$ cat src/rtl/sample_dma_pkg.sv
// Shared constants for the sample DMA and its SDRAM neighbour:
// state encoding and SDRAM word-address width.
package sample_dma_pkg;

    localparam int SDRAM_AW  = 24;
    localparam int SAMPLE_DW = 16;

    localparam logic [1:0] ST_IDLE  = 2'd0;
    localparam logic [1:0] ST_FETCH = 2'd1;
    localparam logic [1:0] ST_LATCH = 2'd2;
    localparam logic [1:0] ST_WRITE = 2'd3;

    typedef enum logic [1:0] {
        IDLE  = ST_IDLE,
        FETCH = ST_FETCH,
        LATCH = ST_LATCH,
        WRITE = ST_WRITE
    } state_t;

endpackage

$ cat src/rtl/sample_dma_if.sv
// Sample FIFO read port plus SDRAM write channel, as seen by the sample DMA.
interface sample_dma_if
    import sample_dma_pkg::*;
#(
    parameter int AW = SDRAM_AW,
    parameter int DW = SAMPLE_DW
);
    logic          fifo_empty;
    logic          fifo_rd;
    logic [DW-1:0] fifo_data;
    logic          grant;
    logic [AW-1:0] awaddr;
    logic [DW-1:0] wdata;
    logic          wvalid;
    logic          wready;

    modport master (
        output fifo_rd, awaddr, wdata, wvalid,
        input  fifo_empty, fifo_data, grant, wready
    );

    modport slave (
        input  fifo_rd, awaddr, wdata, wvalid,
        output fifo_empty, fifo_data, grant, wready
    );

endinterface

$ cat src/rtl/sample_dma.sv
// Drains the clock-crossed sample FIFO into a circular SDRAM buffer and
// publishes the producer offset, ring fill level and full flag to the CPU.
//
// state | meaning
// IDLE  | waiting for enable, grant, FIFO data and ring space
// FETCH | fifo_rd high for one cycle
// LATCH | FIFO dout valid; capture data and target address
// WRITE | wvalid held until wready
module sample_dma
    import sample_dma_pkg::*;
#(
    parameter int AW = SDRAM_AW,
    parameter int DW = SAMPLE_DW
) (
    input  logic          clk,
    input  logic          rst,
    sample_dma_if.master  bus,
    input  logic          enable,
    input  logic [AW-1:0] cfg_base,
    input  logic [AW-1:0] cfg_size,
    input  logic [AW-1:0] rd_ptr,
    output logic [AW-1:0] wr_ptr,
    output logic [AW-1:0] level,
    output logic          full,
    output logic          cfg_err,
    output logic [31:0]   words
);

    state_t state, state_nx;

    logic          enable_q;
    logic          enable_rise;
    logic          start;
    logic          do_latch;
    logic          do_complete;
    logic          fifo_rd_nx;
    logic          wvalid_nx;
    logic [AW:0]   diff;
    logic [AW:0]   level_ext;
    logic [AW-1:0] size_last;
    logic [AW-1:0] wr_ptr_inc;

    assign enable_rise = enable & ~enable_q;
    assign size_last   = cfg_size - AW'(1);
    assign cfg_err     = enable && (cfg_size < AW'(2));

    // Ring occupancy in AW+1 bits so a negative difference is detectable.
    always_comb begin
        diff      = {1'b0, wr_ptr} - {1'b0, rd_ptr};
        level_ext = diff;
        if (diff[AW]) begin
            level_ext = diff + {1'b0, cfg_size};
        end
    end

    assign level = level_ext[AW-1:0];

    // An out-of-range rd_ptr is a software fault; hold the producer off.
    assign full = (rd_ptr >= cfg_size) || (level == size_last);

    assign wr_ptr_inc = (wr_ptr == size_last) ? '0 : wr_ptr + AW'(1);

    // The cycle the enable edge is sampled only clears the counters.
    assign start = enable && !enable_rise && bus.grant && !bus.fifo_empty
                   && !full && !cfg_err;

    always_comb begin
        state_nx    = state;
        do_latch    = 1'b0;
        do_complete = 1'b0;
        case (state)
            IDLE: begin
                if (start) begin
                    state_nx = FETCH;
                end
            end
            FETCH: begin
                state_nx = LATCH;
            end
            LATCH: begin
                do_latch = 1'b1;
                state_nx = WRITE;
            end
            WRITE: begin
                if (bus.wready) begin
                    do_complete = 1'b1;
                    state_nx    = IDLE;
                end
            end
            default: begin
                state_nx = IDLE;
            end
        endcase
        fifo_rd_nx = (state_nx == FETCH);
        wvalid_nx  = (state_nx == WRITE);
    end

    always_ff @(posedge clk) begin
        if (rst) begin
            state       <= IDLE;
            enable_q    <= 1'b0;
            bus.fifo_rd <= 1'b0;
            bus.wvalid  <= 1'b0;
            bus.awaddr  <= '0;
            bus.wdata   <= '0;
            wr_ptr      <= '0;
            words       <= '0;
        end else begin
            state       <= state_nx;
            enable_q    <= enable;
            bus.fifo_rd <= fifo_rd_nx;
            bus.wvalid  <= wvalid_nx;
            if (do_latch) begin
                bus.wdata  <= bus.fifo_data;
                bus.awaddr <= cfg_base + wr_ptr;
            end
            if (enable_rise) begin
                wr_ptr <= '0;
                words  <= '0;
            end else if (do_complete) begin
                wr_ptr <= wr_ptr_inc;
                words  <= words + 32'd1;
            end
        end
    end

endmodule

$ cat src/flat_wrapper.sv
// flat-port wrapper written by rule: the top's interface ports become plain ports
module sample_dma_flat import sample_dma_pkg::*;
#(
    parameter int AW = SDRAM_AW,
    parameter int DW = SAMPLE_DW
)
  (clk, rst, enable, cfg_base, cfg_size, rd_ptr, wr_ptr, level, full, cfg_err, words, bus_fifo_rd, bus_awaddr, bus_wdata, bus_wvalid, bus_fifo_empty, bus_fifo_data, bus_grant, bus_wready);
  sample_dma_if #(.AW(AW), .DW(DW)) bus_i ();
  input  logic clk;
  input  logic rst;
  input  logic enable;
  input  logic [AW-1:0] cfg_base;
  input  logic [AW-1:0] cfg_size;
  input  logic [AW-1:0] rd_ptr;
  output logic [AW-1:0] wr_ptr;
  output logic [AW-1:0] level;
  output logic full;
  output logic cfg_err;
  output logic [31:0] words;
  output wire logic [$bits(bus_i.fifo_rd)-1:0] bus_fifo_rd;
  output wire logic [$bits(bus_i.awaddr)-1:0] bus_awaddr;
  output wire logic [$bits(bus_i.wdata)-1:0] bus_wdata;
  output wire logic [$bits(bus_i.wvalid)-1:0] bus_wvalid;
  input wire logic [$bits(bus_i.fifo_empty)-1:0] bus_fifo_empty;
  input wire logic [$bits(bus_i.fifo_data)-1:0] bus_fifo_data;
  input wire logic [$bits(bus_i.grant)-1:0] bus_grant;
  input wire logic [$bits(bus_i.wready)-1:0] bus_wready;
  assign bus_fifo_rd = bus_i.fifo_rd;
  assign bus_awaddr = bus_i.awaddr;
  assign bus_wdata = bus_i.wdata;
  assign bus_wvalid = bus_i.wvalid;
  assign bus_i.fifo_empty = bus_fifo_empty;
  assign bus_i.fifo_data = bus_fifo_data;
  assign bus_i.grant = bus_grant;
  assign bus_i.wready = bus_wready;
  sample_dma #(.AW(AW), .DW(DW)) u_core (.clk(clk), .rst(rst), .bus(bus_i), .enable(enable), .cfg_base(cfg_base), .cfg_size(cfg_size), .rd_ptr(rd_ptr), .wr_ptr(wr_ptr), .level(level), .full(full), .cfg_err(cfg_err), .words(words));
endmodule
$ cat config.mk
export PLATFORM = sky130hd
export DESIGN_NAME = sample_dma_flat
export DESIGN_NICKNAME = d
export VERILOG_FILES = /design/src/rtl/sample_dma_pkg.sv /design/src/rtl/sample_dma_if.sv /design/src/rtl/sample_dma.sv /design/src/flat_wrapper.sv
export SDC_FILE = /design/constraint.sdc
export NUM_CORES = 1
export LEC_CHECK = 0
export ABC_AREA = 1
export BUFFER_PORTS_ARGS = -buffer_cell sky130_fd_sc_hd__buf_2
export CORE_MARGIN = 4
export CORE_UTILIZATION = 30
export CTS_BUF_LIST = sky130_fd_sc_hd__clkbuf_8
export CTS_CLUSTER_SIZE = 16
export DETAILED_ROUTE_END_ITERATION = 12
export GPL_ROUTABILITY_DRIVEN = 0
export PLACE_DENSITY = 0.5
export SLEW_MARGIN = 5
export SYNTH_ARGS = -nofsm -noshare
export SYNTH_HDL_FRONTEND = slang
export SYNTH_SLANG_ARGS = --single-unit
$ cat constraint.sdc
create_clock -name clk -period 8.2 [get_ports clk]
set_clock_uncertainty 0.1 [all_clocks]
set_input_delay 1.64 -clock clk [delete_from_list [all_inputs] [get_ports clk]]
set_output_delay 1.64 -clock clk [all_outputs]
set_load 0.005 [all_outputs]
==> out/qor.yml <==
status: "finished, final reports clean"
fill_cells: 4345
rr_endpoint: "u_core.bus.fifo_rd$_SDFF_PP0_"
startpoint_type: "primary input"
cp_max_fo: 5
endpoint_kind: "output port"
path_clk_slew_ns: 0.09
grt_pass1_wl_mm: 69.4
clkLatencyLatePin_ns: 0.37
timing.slew.headroom_pct: 18.5
cts_sinks: 101
clockBufferDepth: 2
p_leak_nw: 7.22
drive_gt1_share_pct: 13.6
vias: 13091
yosysWarnings: 0
crit_start: "rd_ptr[10]"
cts_hold_buffers: 0
num_rows: 71
r2r_setup_slack_ns: 3.27
syn2layout_area_growth_pct: 15.2
core_area_um2: 38000
slowest_stage: "ha_1"
synth_area_per_cell_um2: 5.83
dpl.cell_count: 2697
post_cts_resize_count: 0
route.detailed.drc: 0
post-synth-top-count-cell: "nand2_1"
io_buffers: 217
cts_htree_levels: 3
holdWs_ns: 0.385
grt_overflow: 0
synthArstFlopShare_pct: 0
period_minus_slack_ns: 7.54
place_area_um2: 13200
synth_seq_cells: 101
die_y_um: 205
setup_violations: 0
critPathRequiredTime_ns: 6.46
cpMostUsedCell: "nand2_1"
cts_buffers: 9
ir_worst_vdd_mv: 0.0872
fin_setup_tns_ns: 0
worstSetupPathType: "primary input to output port"
cts_tree: "built"
grt_usage_pct: 20.9
synth_nets: 2193
hold_depth: 2
hold_viol_final: 0
rsz0062_at_grt: "no"
grt_pass1_vias: 12317
hold_class: "flop to flop"
cp-endpoint: "full"
synth_top_area_share_pct: 18.4
worst_slew_pin_slew_ns: 1.21
first_pass_iters: 7
cts_setup_buffers: 0
die_area_um2: 42000
io_pins: 218
layout.nets: 2391
ant_nets: 0
dp_hpwl_mm: 37.8
fmax_mhz: 133
synth_top_flop_cell: "dfxtp_1"
drt-wirelength-per-cell_um: 16.7
ys_seq_area_share_pct: 17.4
wirelength_mm: 45.2
avgViaCountPerCell: 4.82
maxSlewViolCount: 0
power_density_nw_per_um2: 95.0
yosys.area.top_type: "nand2_1"
rr_worst_depth: 30
design_area_um2: 13400
root_buffer: "clkbuf_8"
fin_cells: 2714
cp.arrival_ns: 5.80
yosys.cell_types.count: 52
r2r_start: "u_core.wr_ptr[1]$_SDFFE_PP0P_"
first_iter_violations: 1054
ys_top_cells_by_area: "nand2_1 18%, dfxtp_1 17%, inv_1 11%, ha_1 10%, nor2_1 7.1%"
utilization_pct: 35.3
synth_common_cells: "570 x nand2_1, 332 x inv_1, 220 x nor2_1"
cap_violations: 0
cpPeakStageDelay_ns: 0.38
initial_core_util_pct: 30.6
fp.dieW_um: 205
fin_crit_sh_pct: 92.0
synth_enable_flop_cells: 0
grt_start_max_net_pins: 49
netlist_area_um2: 11600
antenna_found_initial: 4
syn_inst: 1999
stage by stage:
| step | power (mW) | setup slack [ns] |
|---|---|---|
| floorplan | 0.804 | 2.02 |
| global placement | 0.962 | 0.710 |
| detailed placement | 0.966 | 0.748 |
| CTS | 1.29 | 0.745 |
| global route | 1.37 | 0.231 |
| finish | 1.27 | 0.660 |
registers in the layout, indices dropped and copies added, names as in the netlist:
signal	count
u_core.bus.awaddr	24
u_core.bus.fifo_rd	1
u_core.bus.wdata	16
u_core.bus.wvalid	1
u_core.enable_q	1
u_core.state	2
u_core.words	32
u_core.wr_ptr	24
per-layer routing:
layer	track usage (%)	routed length, µm	share of wire, %	vias up
li1	-	-	-	6790
met2	34.3	20600	46	387
met3	4.15	3220	7.1	52
met4	4.00	754	1.7	6
met1	28.6	20600	45	5856
met5	0	39	0.086	-
layout make-up:
cell class | count | area, µm² | area share, %
Antenna cell | 1 | 2.50 | 0.0187
Clock buffer | 9 | 124 | 0.924
Clock inverter | 7 | 58.8 | 0.438
Inverter | 340 | 1280 | 9.51
Multi-Input combinational cell | 1522 | 8160 | 60.8
Sequential cell | 101 | 2020 | 15.1
Tap cell | 511 | 639 | 4.77
Timing Repair Buffer | 223 | 1130 | 8.43
kinds of logic after synthesis:
group	count (synthesis)	synth area share, %
buf+inv	376	12.7
xor+xnor	87	6.61
simple gates	1121	42.1
fa+ha+maj	100	10.9
flops	101	17.4
compound gates	214	10.3
worst min-delay path by stage:
stage	from	end	slack (ns)
global placement	u_core.words[8]$_SDFFE_PP0P_	u_core.words[8]$_SDFFE_PP0P_	0.37
floorplan	u_core.state[1]$_SDFF_PP0_	u_core.bus.wvalid$_SDFF_PP0_	0.35
detailed placement	u_core.words[8]$_SDFFE_PP0P_	u_core.words[8]$_SDFFE_PP0P_	0.38
finish	u_core.words[21]$_SDFFE_PP0P_	u_core.words[21]$_SDFFE_PP0P_	0.38
global route	u_core.words[1]$_SDFFE_PP0P_	u_core.words[1]$_SDFFE_PP0P_	0.42
CTS	u_core.words[8]$_SDFFE_PP0P_	u_core.words[8]$_SDFFE_PP0P_	0.39
layout by cell type, fill, tap and decap left out, drive strengths merged, types with 9 or more instances in the layout:
master  netlist  final
nor3         43     43
nor4         23     23
nand3b       18     18
o211ai       11     11
o21ai        72     72
or2          10     10
nor2        231    231
xor2         64     64
xnor2        23     23
nand4        38     38
nand2       588    588
nand3       161    161
ha           97     97
a21oi       105    105
clkbuf       25      9
buf          11    223
inv         336    341
dfxtp       101    101
report_power, final:
part | switching [mW] | leakage (nW) | internal (mW) | total, mW
Combinational | 0.295 | 6.29 | 0.164 | 0.459
Clock | 0.179 | 0.109 | 0.138 | 0.317
Sequential | 0.00279 | 0.814 | 0.496 | 0.499
Total | 0.477 | 7.22 | 0.798 | 1.27
critical path: cells and delay by family:
family	cells	cell delay [ns]
AOI/OAI and AO/OA	2	0.44
adders and majority gates	2	0.73
buffers and inverters	5	0.53
and+or+nand+nor	20	2.45
(Power assumes the default switching activity.)
